File: src/rtl/lfsr_scrambler_if.sv
// lfsr_scrambler_if: handshake, data and control bundle for lfsr_scrambler.
// SCRAMBLER_BYPASS_EN adds bypass_i.
interface lfsr_scrambler_if #(
  parameter int DATA_W = 8,
  parameter int LFSR_W = 7
) ();
  logic              mode_i;
  logic              dir_i;
  logic              seed_load_i;
  logic [LFSR_W-1:0] seed_i;
  logic [DATA_W-1:0] data_i;
  logic              valid_i;
  logic              ready_o;
  logic [DATA_W-1:0] data_o;
  logic              valid_o;
  logic              ready_i;
  logic              frame_start_o;
`ifdef SCRAMBLER_BYPASS_EN
  logic              bypass_i;
`endif
  modport slave (
`ifdef SCRAMBLER_BYPASS_EN
    input  bypass_i,
`endif
    input  mode_i, dir_i, seed_load_i, seed_i, data_i, valid_i, ready_i,
    output ready_o, data_o, valid_o, frame_start_o
  );
  modport master (
`ifdef SCRAMBLER_BYPASS_EN
    output bypass_i,
`endif
    output mode_i, dir_i, seed_load_i, seed_i, data_i, valid_i, ready_i,
    input  ready_o, data_o, valid_o, frame_start_o
  );
endinterface

File: src/rtl/lfsr_scrambler.sv
// lfsr_scrambler: DATA_W-bit-per-clock additive/multiplicative LFSR scrambler with one output register.
// SCRAMBLER_BYPASS_EN adds bypass_i (pass word through, freeze LFSR, frame counter still advances).
module lfsr_scrambler #(
  parameter int                DATA_W    = 8,
  parameter int                LFSR_W    = 7,
  parameter logic [LFSR_W-1:0] POLY      = 7'h60,
  parameter logic [LFSR_W-1:0] SEED      = 7'h7F,
  parameter int                FRAME_LEN = 64
) (
  input logic             clk_i,
  input logic             rstn_i,
  lfsr_scrambler_if.slave bus
);
  localparam int CW = (FRAME_LEN > 1) ? $clog2(FRAME_LEN) : 1;
  logic [LFSR_W-1:0] state_q, state_d, lfsr_nx;
  logic [CW-1:0]     cnt_q, cnt_d;
  logic [DATA_W-1:0] data_q, data_d, scr;
  logic              first_q, first_d, valid_q, valid_d, fs_q, fs_d;
  logic              rdy, acc, wrap, byp, fb, x;
`ifdef SCRAMBLER_BYPASS_EN
  assign byp = bus.bypass_i;
`else
  assign byp = 1'b0;
`endif
  assign rdy = (!valid_q || bus.ready_i) && !bus.seed_load_i;
  assign acc = bus.valid_i && rdy;
  // Serial bit order unrolled: bit 0 sees the current state, each later bit the shifted one.
  always_comb begin
    lfsr_nx = state_q;
    scr     = '0;
    fb      = 1'b0;
    x       = 1'b0;
    for (int i = 0; i < DATA_W; i++) begin
      fb      = ^(lfsr_nx & POLY);
      scr[i]  = bus.data_i[i] ^ fb;
      x       = bus.mode_i ? (bus.dir_i ? bus.data_i[i] : scr[i]) : fb;
      lfsr_nx = {lfsr_nx[LFSR_W-2:0], x};
    end
  end
  always_comb begin
    wrap    = (FRAME_LEN != 0) && (cnt_q == CW'(FRAME_LEN - 1));
    cnt_d   = bus.seed_load_i ? '0 : !acc ? cnt_q : (wrap || FRAME_LEN == 0) ? '0 : cnt_q + 1'b1;
    state_d = bus.seed_load_i ? bus.seed_i :
              (acc && !byp) ? ((wrap && !bus.mode_i) ? SEED : lfsr_nx) : state_q;
    first_d = bus.seed_load_i ? 1'b1 : acc ? 1'b0 : first_q;
    valid_d = acc || (valid_q && !bus.ready_i);
    data_d  = acc ? (byp ? bus.data_i : scr) : data_q;
    fs_d    = acc ? ((FRAME_LEN == 0) ? first_q : (cnt_q == '0)) : fs_q;
  end
  always_ff @(posedge clk_i or negedge rstn_i) begin
    if (!rstn_i) begin
      state_q <= SEED;
      cnt_q   <= '0;
      first_q <= 1'b1;
      valid_q <= 1'b0;
      data_q  <= '0;
      fs_q    <= 1'b0;
    end else begin
      state_q <= state_d;
      cnt_q   <= cnt_d;
      first_q <= first_d;
      valid_q <= valid_d;
      data_q  <= data_d;
      fs_q    <= fs_d;
    end
  end
  assign bus.ready_o       = rdy;
  assign bus.valid_o       = valid_q;
  assign bus.data_o        = data_q;
  assign bus.frame_start_o = fs_q;
endmodule

File: src/flat_wrapper.sv
// flat-port wrapper written by rule: the top's interface ports become plain ports
module lfsr_scrambler_flat 
#(
  parameter int                DATA_W    = 8,
  parameter int                LFSR_W    = 7,
  parameter logic [LFSR_W-1:0] POLY      = 7'h60,
  parameter logic [LFSR_W-1:0] SEED      = 7'h7F,
  parameter int                FRAME_LEN = 64
)
  (clk_i, rstn_i, bus_mode_i, bus_dir_i, bus_seed_load_i, bus_seed_i, bus_data_i, bus_valid_i, bus_ready_i, bus_ready_o, bus_data_o, bus_valid_o, bus_frame_start_o);
  lfsr_scrambler_if #(.DATA_W(DATA_W), .LFSR_W(LFSR_W)) bus_i ();
  input logic clk_i;
  input logic rstn_i;
  input wire logic [$bits(bus_i.mode_i)-1:0] bus_mode_i;
  input wire logic [$bits(bus_i.dir_i)-1:0] bus_dir_i;
  input wire logic [$bits(bus_i.seed_load_i)-1:0] bus_seed_load_i;
  input wire logic [$bits(bus_i.seed_i)-1:0] bus_seed_i;
  input wire logic [$bits(bus_i.data_i)-1:0] bus_data_i;
  input wire logic [$bits(bus_i.valid_i)-1:0] bus_valid_i;
  input wire logic [$bits(bus_i.ready_i)-1:0] bus_ready_i;
  output wire logic [$bits(bus_i.ready_o)-1:0] bus_ready_o;
  output wire logic [$bits(bus_i.data_o)-1:0] bus_data_o;
  output wire logic [$bits(bus_i.valid_o)-1:0] bus_valid_o;
  output wire logic [$bits(bus_i.frame_start_o)-1:0] bus_frame_start_o;
  assign bus_i.mode_i = bus_mode_i;
  assign bus_i.dir_i = bus_dir_i;
  assign bus_i.seed_load_i = bus_seed_load_i;
  assign bus_i.seed_i = bus_seed_i;
  assign bus_i.data_i = bus_data_i;
  assign bus_i.valid_i = bus_valid_i;
  assign bus_i.ready_i = bus_ready_i;
  assign bus_ready_o = bus_i.ready_o;
  assign bus_data_o = bus_i.data_o;
  assign bus_valid_o = bus_i.valid_o;
  assign bus_frame_start_o = bus_i.frame_start_o;
  lfsr_scrambler #(.DATA_W(DATA_W), .LFSR_W(LFSR_W), .POLY(POLY), .SEED(SEED), .FRAME_LEN(FRAME_LEN)) u_core (.clk_i(clk_i), .rstn_i(rstn_i), .bus(bus_i));
endmodule
File: config.mk
export PLATFORM = sky130hd
export DESIGN_NAME = lfsr_scrambler_flat
export DESIGN_NICKNAME = d
export VERILOG_FILES = /design/src/rtl/lfsr_scrambler_if.sv /design/src/rtl/lfsr_scrambler.sv /design/src/flat_wrapper.sv
export SDC_FILE = /design/constraint.sdc
export NUM_CORES = 1
export LEC_CHECK = 0
export CORE_MARGIN = 2
export CORE_UTILIZATION = 40
export DETAILED_ROUTE_END_ITERATION = 10
export PLACE_DENSITY_LB_ADDON = 0.1
export SLEW_MARGIN = 20
export SYNTH_ARGS = -nofsm -noshare
export SYNTH_HDL_FRONTEND = slang
export SYNTH_SLANG_ARGS = --single-unit
export TNS_END_PERCENT = 20
File: constraint.sdc
create_clock -name clk_i -period 1.46 [get_ports clk_i]
set_input_delay 0.219 -clock clk_i [delete_from_list [all_inputs] [get_ports clk_i]]
set_output_delay 0.219 -clock clk_i [all_outputs]
set_load 0.05 [all_outputs]
==> results.md <==
* Status: finished, violations left
* Failing checks: negative setup slack
* Routed WL at 4.10 mm
* Register Area at 586 um2
* Cell Area, Synth at 1570 um2
* Max FO, Critical Path at 4
* Yosys top cell area share at 25.5%
* Synth Register Bits at 23
* Minimum clock period at 1.54 ns
* Antenna violations before repair at 0
* Pwr Total at 2.67 mW
* Crit Path Class: reg -> reg
* Core ar. at 3720 um2
* Hold crit path type: in -> async
* Leakage at 1.08 nW
* Starting DRT DRC Count at 67
* Average size of a mapped cell at 8.86 um2
* H-tree depth at 1
* GP Congestion at 0.836
* Worst path required time at 1.66 ns
* DR vias at 1495
* Post-synth EDFFs at 0
* PortBufs at 32
* Die height at 66.6 um
* Die area at 4440 um2
* I/O pins at 33
* Top FF cell, synth: dfrtp_1
* R2R setup slack at -0.08 ns
* Area Overhead vs Synth at 57.2%
* Post-Layout Inst Area at 2460 um2
* Multi-input logic area at 1020 um2
* Rel. slew slack at 79.6%
* Crit path arrival time at 1.74 ns
* Drt pass-1 iters at 4
* Worst setup SP type: flip-flop
* Synthesized Nets at 201
* Commonest non-fill, non-tap cell in the layout: buf_4
* Area leader, netlist: dfrtp_1
* Worst setup margin at -0.0788 ns
* Post-synth ARST share at 100%
* Clock Tree Buf Depth at 2
* Final hold violation count at 0
* Drc violations at 0
* Post-Syn Instances at 177
* Worst-margin pin slew at 0.305 ns
* Fin crit share at 105%
* Layout cells sized above 1 at 33.3%
* Clk sinks at 23
* Cell Area, Placed at 2310 um2
* Remaining Overflow, GRT at 0
* CTS Root Cell: clkbuf_8
* Pin count of the biggest net entering global routing at 24
* Global-route wire length before repair at 6.69 mm
* Tot GR Track Use at 20.1%
* Initial Util at 42.2%
* Nets@finish at 265
* Max VDD drop at 0.417 mV
* Post-DP HPWL at 3.22 mm
* Wire per inst at 14.2 um
* Vias in the first global route at 1513
* Synth warn at 0
* Synth top area cells: dfrtp_1, dfstp_2, xnor2_1
* ANT cells at 0
* Die W at 66.6 um
* TritonCTS Buffers at 3
* Clock Pin Slew Worst Setup and Hold Paths at 0.09 ns
* Most frequent cells in the layout: buf_4, nand2_1, clkdlybuf4s50_1
* RSZ-0062 raised after global routing: true
* CP endpoint kind: flip-flop
* Worst-skew pair later-pin latency at 0.27 ns
* Row count at 22
* Power Density at 1080 nW/um2
* Fin. max-slew vios at 0
* Maximum clock frequency at 0.650 GHz
* Fillers at 304
* Vias/cell at 5.19
* CTS tree: yes
* Setup Skew at 0.00942 ns
* Yosys cell types at 46
* Seq/Total Area, Yosys at 37.3%
* Final ANT Viol Nets at 0
* # setup viols final at 7
* Max cap viols at 0
## stage by stage
| stage | instances | setup TNS (ns) | utilization, % | setup slack (ns) | hold slack (ns) |
|---|---|---|---|---|---|
| after floorplan | 177 | -0.0534 | - | -0.0277 | -0.0766 |
| after global placement | 281 | -2.89 | 62.1 | -0.294 | 0.507 |
| after detailed placement | 281 | -3.44 | 62.1 | -0.309 | 0.524 |
| after CTS | 285 | -0.334 | 64.5 | -0.0849 | 0.318 |
| after global routing | 288 | -1.09 | 66.3 | -0.161 | 0.333 |
| final | 288 | -0.352 | 66.3 | -0.0788 | 0.301 |
## cells by family after synthesis
family,synth area share (%)
simple gates,20.0
xor+xnor,14.8
mux,2.31
fa+ha+maj,1.60
buf+inv,4.47
flops,37.3
compound gates,19.6
## critical path, cell delays in order, from the launching register on
cell and delay (ns):
dfstp_2 0.61, xnor2_2 0.15, mux2_4 0.33, a2111oi_4 0.28, o31ai_1 0.10
## registers in the layout, summed over array words and instances (netlist names)
register                  flops
u_core.bus.data_o             8
u_core.bus.frame_start_o      1
u_core.bus.valid_o            1
u_core.cnt_q                  6
u_core.state_q                7
## cells in the mapped netlist, types with 2 or more instances
| library cell | instances |
|---|---|
| a21o_1 | 3 |
| a21oi_1 | 8 |
| a221oi_1 | 3 |
| a32oi_1 | 2 |
| buf_2 | 5 |
| clkbuf_1 | 4 |
| dfrtp_1 | 16 |
| dfstp_2 | 7 |
| ha_1 | 2 |
| inv_1 | 6 |
| nand2_1 | 25 |
| nand2b_1 | 5 |
| nand3_1 | 2 |
| nand3b_1 | 2 |
| nor2_1 | 16 |
| nor2b_1 | 2 |
| nor3_1 | 2 |
| nor3b_1 | 4 |
| o211ai_1 | 2 |
| o21a_1 | 2 |
| o21ai_0 | 13 |
| o31ai_1 | 2 |
| xnor2_1 | 13 |
| xor2_1 | 9 |
## what timing repair did
action	CTS	global route
cloned	0	0
setup endpoints to repair	9	9
buffers inserted	0	3
hold buffers	0	0
pin swaps	0	6
gates resized for setup	6	9
## area by class of cell
class,instances,area share (%)
Clock inverter,1,0.305
Sequential cell,23,23.8
Inverter,6,0.914
Multi-Input combinational cell,138,41.6
Tap cell,48,2.44
Clock buffer,3,1.68
Timing Repair Buffer,69,29.3
## per-layer routing
layer,up-vias,routed length [um],part of all wire [%],global-route usage (%)
li1,735,-,-,-
met1,717,1790,44,24.5
met2,39,2060,50,35.9
met3,4,206,5.0,2.87
met4,0,42,1.0,6.89
met5,-,0,0,0
## report_power, final
part	internal (mW)	total [mW]	leakage, nW	switching, mW
Clock	0.193	0.408	0.0217	0.215
Combinational	0.718	1.36	0.784	0.642
Sequential	0.761	0.903	0.279	0.142
Total	1.67	2.67	1.08	1.00
## path summary, 6_finish.rpt
check	endpoint	from	cells after the start
worst max-delay path	u_core.state_q[5]	u_core.state_q[4]	4
worst min-delay path	u_core.bus.frame_start_o	rstn_i	2
worst max register to register	u_core.state_q[5]	u_core.state_q[4]	4
worst min register to register	u_core.bus.frame_start_o	u_core.bus.frame_start_o	2
max in group asynchronous	u_core.state_q[1]	rstn_i	2
min in group clk_i	u_core.state_q[6]	bus_seed_i[6]	3
(Power assumes the default switching activity.)
